## src/rtl/t03_regfile_pkg.sv

```systemverilog
// rtl/t03_regfile_pkg.sv - shared constants, index type and read-only defaults for the t03 register file
package t03_regfile_pkg;

    localparam int XLEN  = 32;
    localparam int NREGS = 32;
    localparam int AW    = $clog2(NREGS);

    typedef logic [AW-1:0] reg_idx_t;

    localparam reg_idx_t REG_ZERO = reg_idx_t'(0);
    localparam reg_idx_t REG_RO0  = reg_idx_t'(29);
    localparam reg_idx_t REG_RO1  = reg_idx_t'(30);
    localparam reg_idx_t REG_RO2  = reg_idx_t'(31);

    localparam logic [NREGS-1:0] RO_MASK_DEFAULT = 32'hE000_0001;

    // Packed MSB-first: reg31, reg30, reg29, then zeros down to reg0.
    localparam logic [NREGS*XLEN-1:0] RO_INIT_DEFAULT = {
        32'hFFFF_FFFF, 32'hFFFF_FFFD, 32'hFFFF_FFFC, {((NREGS-3)*XLEN){1'b0}}
    };

endpackage

```

## src/rtl/t03_scoreboard.sv

```systemverilog
// rtl/t03_scoreboard.sv - busy-bit scoreboard: issue sets, write-back clears, flush wipes
module t03_scoreboard
    import t03_regfile_pkg::*;
#(
    parameter int               NREGS   = t03_regfile_pkg::NREGS,
    parameter int               AW      = $clog2(NREGS),
    parameter logic [NREGS-1:0] RO_MASK = RO_MASK_DEFAULT
) (
    input  logic             clk,
    input  logic             rst,
    input  logic             en_i,
    input  logic             flush_i,
    input  logic             iss_valid_i,
    input  logic [AW-1:0]    iss_rd_i,
    input  logic             wb_valid_i,
    input  logic [AW-1:0]    wb_rd_i,
    output logic [NREGS-1:0] busy_o,
    output logic             iss_ready_o
);

    logic [NREGS-1:0] busy_q;
    logic [NREGS-1:0] busy_d;

    function automatic logic in_range(input logic [AW-1:0] a);
        return {{(32-AW){1'b0}}, a} < 32'(NREGS);
    endfunction

    function automatic logic is_ro(input logic [AW-1:0] a);
        return in_range(a) ? RO_MASK[a] : 1'b0;
    endfunction

    // Read-only and out-of-range destinations never stall the issuer.
    assign iss_ready_o = (!in_range(iss_rd_i) || is_ro(iss_rd_i)) ? 1'b1 : !busy_q[iss_rd_i];
    assign busy_o      = busy_q;

    always_comb begin
        busy_d = busy_q;
        if (en_i) begin
            if (wb_valid_i && in_range(wb_rd_i)) begin
                busy_d[wb_rd_i] = 1'b0;
            end
            // Set after clear so a same-register issue wins over write-back.
            if (iss_valid_i && iss_ready_o && in_range(iss_rd_i) && !is_ro(iss_rd_i)) begin
                busy_d[iss_rd_i] = 1'b1;
            end
        end
        if (flush_i) begin
            busy_d = '0;
        end
    end

    always_ff @(posedge clk or posedge rst) begin
        if (rst) begin
            busy_q <= '0;
        end else begin
            busy_q <= busy_d;
        end
    end

endmodule

```

## src/rtl/t03_regfile_scoreboard.sv

```systemverilog
// rtl/t03_regfile_scoreboard.sv - integer register file with busy scoreboard; optional T03_REGFILE_BYPASS_EN forwarding
module t03_regfile_scoreboard
    import t03_regfile_pkg::*;
#(
    parameter int                    XLEN    = t03_regfile_pkg::XLEN,
    parameter int                    NREGS   = t03_regfile_pkg::NREGS,
    parameter int                    AW      = $clog2(NREGS),
    parameter int                    NRD     = 2,
    parameter logic [NREGS-1:0]      RO_MASK = RO_MASK_DEFAULT,
    parameter logic [NREGS*XLEN-1:0] RO_INIT = RO_INIT_DEFAULT
) (
    input  logic                clk,
    input  logic                rst,
    input  logic                en_i,
    input  logic                flush_i,
    input  logic [NRD*AW-1:0]   rs_addr_i,
    output logic [NRD*XLEN-1:0] rs_data_o,
    output logic [NRD-1:0]      rs_busy_o,
    input  logic                iss_valid_i,
    input  logic [AW-1:0]       iss_rd_i,
    output logic                iss_ready_o,
    input  logic                wb_valid_i,
    input  logic [AW-1:0]       wb_rd_i,
    input  logic [XLEN-1:0]     wb_data_i
);

    logic [XLEN-1:0]  regs_q [NREGS];
    logic [NREGS-1:0] busy;
    logic             wr_en;

    function automatic logic in_range(input logic [AW-1:0] a);
        return {{(32-AW){1'b0}}, a} < 32'(NREGS);
    endfunction

    function automatic logic is_ro(input logic [AW-1:0] a);
        return in_range(a) ? RO_MASK[a] : 1'b0;
    endfunction

    t03_scoreboard #(
        .NREGS   (NREGS),
        .AW      (AW),
        .RO_MASK (RO_MASK)
    ) u_scoreboard (
        .clk         (clk),
        .rst         (rst),
        .en_i        (en_i),
        .flush_i     (flush_i),
        .iss_valid_i (iss_valid_i),
        .iss_rd_i    (iss_rd_i),
        .wb_valid_i  (wb_valid_i),
        .wb_rd_i     (wb_rd_i),
        .busy_o      (busy),
        .iss_ready_o (iss_ready_o)
    );

    assign wr_en = en_i && wb_valid_i && in_range(wb_rd_i) && !is_ro(wb_rd_i);

    always_ff @(posedge clk or posedge rst) begin
        if (rst) begin
            for (int i = 0; i < NREGS; i++) begin
                regs_q[i] <= RO_INIT[i*XLEN +: XLEN];
            end
        end else if (wr_en) begin
            regs_q[wb_rd_i] <= wb_data_i;
        end
    end

`ifdef T03_REGFILE_BYPASS_EN
    logic iss_set;
    assign iss_set = en_i && iss_valid_i && iss_ready_o && in_range(iss_rd_i) && !is_ro(iss_rd_i);
`endif

    always_comb begin
        rs_data_o = '0;
        rs_busy_o = '0;
        for (int p = 0; p < NRD; p++) begin
            if (in_range(rs_addr_i[p*AW +: AW])) begin
                rs_data_o[p*XLEN +: XLEN] = regs_q[rs_addr_i[p*AW +: AW]];
                rs_busy_o[p] = busy[rs_addr_i[p*AW +: AW]] && !is_ro(rs_addr_i[p*AW +: AW]);
            end
`ifdef T03_REGFILE_BYPASS_EN
            // Forwarded data is ready now unless the same register is re-issued this cycle.
            if (wr_en && rs_addr_i[p*AW +: AW] == wb_rd_i) begin
                rs_data_o[p*XLEN +: XLEN] = wb_data_i;
                rs_busy_o[p] = iss_set && (iss_rd_i == wb_rd_i);
            end
`endif
        end
    end

endmodule

```

## config.mk

```make
export PLATFORM = sky130hd
export DESIGN_NAME = t03_regfile_scoreboard
export DESIGN_NICKNAME = d
export VERILOG_FILES = /design/src/rtl/t03_regfile_pkg.sv /design/src/rtl/t03_scoreboard.sv /design/src/rtl/t03_regfile_scoreboard.sv
export SDC_FILE = /design/constraint.sdc
export NUM_CORES = 2
export LEC_CHECK = 0
export BUFFER_PORTS_ARGS = -buffer_cell sky130_fd_sc_hd__buf_2
export CAP_MARGIN = 40
export CORE_UTILIZATION = 65
export DETAILED_ROUTE_END_ITERATION = 10
export GPL_TIMING_DRIVEN = 1
export PLACE_DENSITY = 0.85
export SLEW_MARGIN = 10
export SYNTH_ARGS = -nofsm -noshare
export SYNTH_HDL_FRONTEND = slang
export SYNTH_HIERARCHICAL = 1
export SYNTH_SLANG_ARGS = --single-unit
```

## constraint.sdc

```tcl
create_clock -name clk -period 68.1 [get_ports clk]
set_input_delay 13.62 -clock clk [delete_from_list [all_inputs] [get_ports clk]]
set_output_delay 13.62 -clock clk [all_outputs]
set_load 0.1 [all_outputs]
```

# After elaboration in Yosys (flattened, before gate mapping)
# Memory sizes are Yosys's and may differ from the RTL's.
# Cells that the tools add are included.
# Widths: inputs -> output; s select.
# word_totals
ff_bits,1056
memories,4
inputBits,58
romBits,128
wordCells,97
# classes
n_mux,29
reduce_logical,15
n_bitwise,6
n_lt_le_gt_ge,10
# memory_table
name,words,width,rd,rd_ports_with_merged_regs,write_ports,line,text
(no name shown),32,1,1,0,0,t03_scoreboard.sv:29,return in_range(a) ? RO_MASK[a] : 1'b0;
(no name shown),32,1,1,0,0,t03_regfile_scoreboard.sv:36,return in_range(a) ? RO_MASK[a] : 1'b0;
(no name shown),32,1,1,0,0,t03_regfile_scoreboard.sv:36,
(no name shown),32,1,1,0,0,t03_regfile_scoreboard.sv:36,
# ops
cell,n
$bwmux 1024,1
$bmux 32 s5,2
$mux 32,10
$demux 32 s5,1
$and 32x32->32,1
$not 32->32,1
$or 32x32->32,1
$lt 5x6->1 const B,4
$ge 6x6->1 const B,3
$not 5->6,3
$bmux 1 s5,3
$demux 1 s5,2
$ge 5x1->1 const B,2
$mux 1,10
$logic_and 1x1->1,9
$lt 6x1->1 const B,1
$logic_not 1->1,5
$reduce_bool 2->1,1

# Depth between registers and ports, before layout
# logic_depth
ltp_word,12
mapped_depth,8
ltp_nobuf,4

# Cells and area by module
# The synthesis kept the hierarchy.
# by_module_without_submodules
mod,area_each_um2,instances,seq_area_each_um2,cells_per_inst
t03_regfile_scoreboard,52462.8,1,25740.9,3353
t03_scoreboard,1958.1,1,800.8,203

# Least setup slack after synthesis
# No wires, ideal clock.
# synth_timing
path_kind,input to output
startpoint,input port rs_addr_i[6]
endpoint,output port rs_data_o[61]
setup_slack_ns,37.009
required_ns,54.480
cell_stages,7
t_arrival_ns,17.471
path_buffers,4
cell_sequence,clkbuf_1 > buf_2 > buf_2 > buf_4 > mux4_2 > o22ai_1 > nor4_1
# synth_via
elab_chain_cells,4
# synth_lines
element,line,text
start: declaration,t03_regfile_scoreboard.sv:16,"input logic [NRD*AW-1:0] rs_addr_i,"
$not 5->6 (implied by the code),t03_regfile_scoreboard.sv:78,rs_data_o[p*XLEN +: XLEN] = regs_q[rs_addr_i[p*AW +: AW]];
$bmux 32 s5,t03_regfile_scoreboard.sv:78,
$mux 32 (implied by the code) (2 in series),t03_regfile_scoreboard.sv:78,
end: declaration,t03_regfile_scoreboard.sv:17,"output logic [NRD*XLEN-1:0] rs_data_o,"
# No other way between the ends. The select of a mux whose other input is x is not followed.

# Worst setup path after layout
# Same ends and word-level chain as after synthesis.

==> results list <==
- After global routing the overflow that remains totals 0.
- Root buffer selected by CTS: sky130_fd_sc_hd__clkbuf_16
* Port-buffer cells: 124
- The most used flip-flop cell after synthesis is sky130_fd_sc_hd__dfrtp_1.
- Counting every sink on the clock net gives roughly 1,100.
- At the worst endpoint, the required time is approximately 54 ns.
* Startpoint class of the critical path: input pin
- Antenna violations before repair: 8
- Area Overhead vs Synth: 9.12%
- Post-Syn Instances: ~3,600
* Number of synthesized register bits: roughly 1,100
* CTS H-tree lvls: 3
- Number of warnings reported in the yosys synthesis log: 6
- Arrival time of data at the critical path endpoint: ~18 ns
- Count of flip-flops with a built-in enable after synthesis: 0
- Clock transition at the registers of the reported paths: 0.06 ns
- Die Outline Area: 84,900 µm²
- Setup violations remaining at the end of the flow were counted as 0.
* Initial core utilization: 66.0%
- Number of unique standard cell types used by synthesis: 49
- Among all stages on the critical path, the largest delay is contributed by sky130_fd_sc_hd__nor4_1.
- Hold-fix buffers, CTS: 0
* Post-cts sizing count: 0
- Post-route clock skew: roughly 0.013 ns
- In the layout the commonest cells are 963 x sky130_fd_sc_hd__dfrtp_1, 857 x sky130_fd_sc_hd__mux2_2, 526 x sky130_fd_sc_hd__mux4_2, 256 x sky130_fd_sc_hd__o22ai_1, 122 x sky130_fd_sc_hd__buf_2.
- Final min period: approximately 31 ns
- Clock tree from TritonCTS: built
- In this run the remaining antenna-violating nets after routing total 0.
* P_leak: approximately 0.026 µW
- DP Cell Count: 4,337
- Post-CTS setup-driven buffer insertion count: 0
- Per-cell via count in the routed design: 7.95
- Post-route total power: 1680 µW
* Clock latency reported for the late side of the worst-skew pair: roughly 0.67 ns
- Weighted congestion reported at the end of routability-driven placement: 0.911
* Synthesized net count: 3,614
- The die is 291 µm wide.
- In the global route stage, overall resource usage came out at 39.4%.
- PD cells: 28.3 nW/µm²
- The multi-input combinational cells in the finished layout cover a total of 25,800 µm².
- The tool flagged a number of max-cap violations equal to 0.
- Setup repair after global routing left no endpoint under its margin.
- In this run, the number of DRC markers left after iteration 0 of detailed routing was 5,137.
- Derived from the worst setup path, the maximum achievable clock frequency is 0.0319 GHz.
* I/O pin total: around 130
- Slowest Stage Delay on Critical Path: 0.75 ns
- Fill cell instance count of the final layout: around 4,700
- Across all layers, the routed design uses between 30,000 and 40,000 vias.
- Outcome: finished clean
* Maximum number of pins on one net before global-route repair: 205
- Max_slew headroom: between 20% and 30%
- First-pass GRT wire length: 247 mm
- Setup total negative slack on the finished layout was measured at 0 ns.
* Max Buffers Root-to-Sink: 3
- After synthesis the cells add up to 54,400 µm².
- Of the cells placed in the final design, the portion with a size suffix greater than 1 is 55.2%.
- For this run, design rule violations remaining after detail routing come to 0.
- Routed len/inst: around 36 µm
- Sequential cell area in the final layout: 26,500 µm²
- The final-report max-slew violation count is 0.
- After floorplanning, the core was divided into 105 placement rows.
- The finished layout holds 4,556 standard cells, fillers aside.
* Layout Nets: about 3,400
- Endpoint class of the critical path: output port
- Transition time at the pin with the least slew margin: 1.08 ns
* Fraction of registers with async set or reset after synthesis: 100%
- Portion of the post-synthesis area used by sequential elements: around 50%
- Clock buffers created by TritonCTS: 106
* Category of the critical setup timing path: input pin to output port
- Die Y-Extent: between 200 and 300 µm
* Hold Violations, Final: 0
- Final Routed Wirelength: 164 mm
* Cell chain of the critical path: buf_8, buf_4, buf_16, buf_4, buf_4, buf_16, mux4_2, o22ai_1, nor4_1, buf_2
- After legalization and detailed placement, the total HPWL measured 88.2 mm.
- Number of global-route vias before repair: roughly 38,000
* Final period utilization: 46.0%
- The cell that appears most often on the critical path is sky130_fd_sc_hd__buf_4.
* Number of iterations in the first detailed-routing pass: 6
* Biggest fanout along the worst timing path: 91
- Worst voltage drop across the vdd grid: 20.2 µV
- Leading cell type in the layout, fill and taps excluded: sky130_fd_sc_hd__dfrtp_1
* Type of the tightest min-delay check: register to register
* Core region area: just over 80,000 µm²
* Avg Synthesized Cell Area: 15.3 µm²
==> area by class of cell <==
| type | instances | share of cell area [%] |
|---|---|---|
| Antenna cell | 8 | 0.0337 |
| Timing Repair Buffer | 221 | 3.12 |
| Tap cell | 1070 | 2.25 |
| Clock buffer | 153 | 5.21 |
| Clock inverter | 49 | 1.25 |
| Inverter | 8 | 0.0632 |
| Multi-Input combinational cell | 1991 | 43.4 |
| Sequential cell | 1056 | 44.7 |
==> power by group <==
part,leakage (µW),internal [µW],total [µW],switching [µW]
Combinational,0.0104,138,277,139
Clock,0.00188,382,642,260
Sequential,0.0138,699,759,60.0
==> layer usage <==
metal / up-vias / track usage, % / wire length, µm
li1: 13464 / - / -
met4: 4 / 21.3 / 9380
met5: - / 0 / 23
met2: 3055 / 58.4 / 75100
met1: 19005 / 53.1 / 57800
met3: 697 / 11.7 / 21600
==> stage by stage <==
step           setup slack, ns  hold slack (ns)  cell area [µm²]  utilization, %
6_report                 36.76            0.372            59400            72.0
5_1_grt                  36.75            0.377            59400            72.0
4_1_cts                  36.52            0.372            59100            71.7
3_5_place_dp             36.51            0.363            55300            67.0
3_3_place_gp             35.68            0.361            54900            66.5
2_1_floorplan            25.82            0.432            54400               -
==> cells in the mapped netlist (all sizes together), types with 5 or more instances <==
library cell	n	area (µm²)
mux2	901	10100
nor3b	5	37.5
nand3	19	95.1
clkbuf	235	882
o21ai	29	145
dfstp	93	2440
o22ai	256	1600
nand3b	19	146
nor4	64	400
dfrtp	963	24100
nor2b	33	206
buf	266	1400
nor3	14	120
nand2b	11	68.8
mux4	528	11900
inv	8	30.0
nor2	21	78.8
mux2i	8	80.1
nand2	32	120
o31ai	17	128
==> flip-flops by register name (all words and copies together), names as in the netlist <==
| signal | flops |
|---|---|
| regs_q | 1024 |
| u_scoreboard/busy_o | 32 |
==> path summary, 6_finish.rpt <==
check | from | end | slack, ns | depth (start not counted)
max in group asynchronous | rst | regs_q[45] | 52.71 | 7
worst max register to register | u_scoreboard/busy_o[17] | u_scoreboard/busy_o[7] | 66.06 | 4
worst min register to register | regs_q[53] | regs_q[53] | 0.37 | 0
min in group asynchronous | rst | regs_q[254] | 13.02 | 2
worst max-delay path | rs_addr_i[6] | rs_data_o[61] | 36.76 | 10
worst min-delay path | regs_q[53] | regs_q[53] | 0.37 | 0
==> kinds of logic after synthesis <==
group                  synth area share [%]
flip-flops                             48.8
buffers and inverters                  4.25
multiplexers                           40.7
AO/OA/AOI/OAI                          3.77
AND/OR/NAND/NOR                        2.55
==> worst max-delay path, delay by kind of cell <==
family | cells | cell delay (ns)
buffers and inverters | 7 | 2.85
AOI/OAI and AO/OA | 1 | 0.09
muxes | 1 | 0.26
and+or+nand+nor | 1 | 0.75
(Power assumes the default switching activity.)
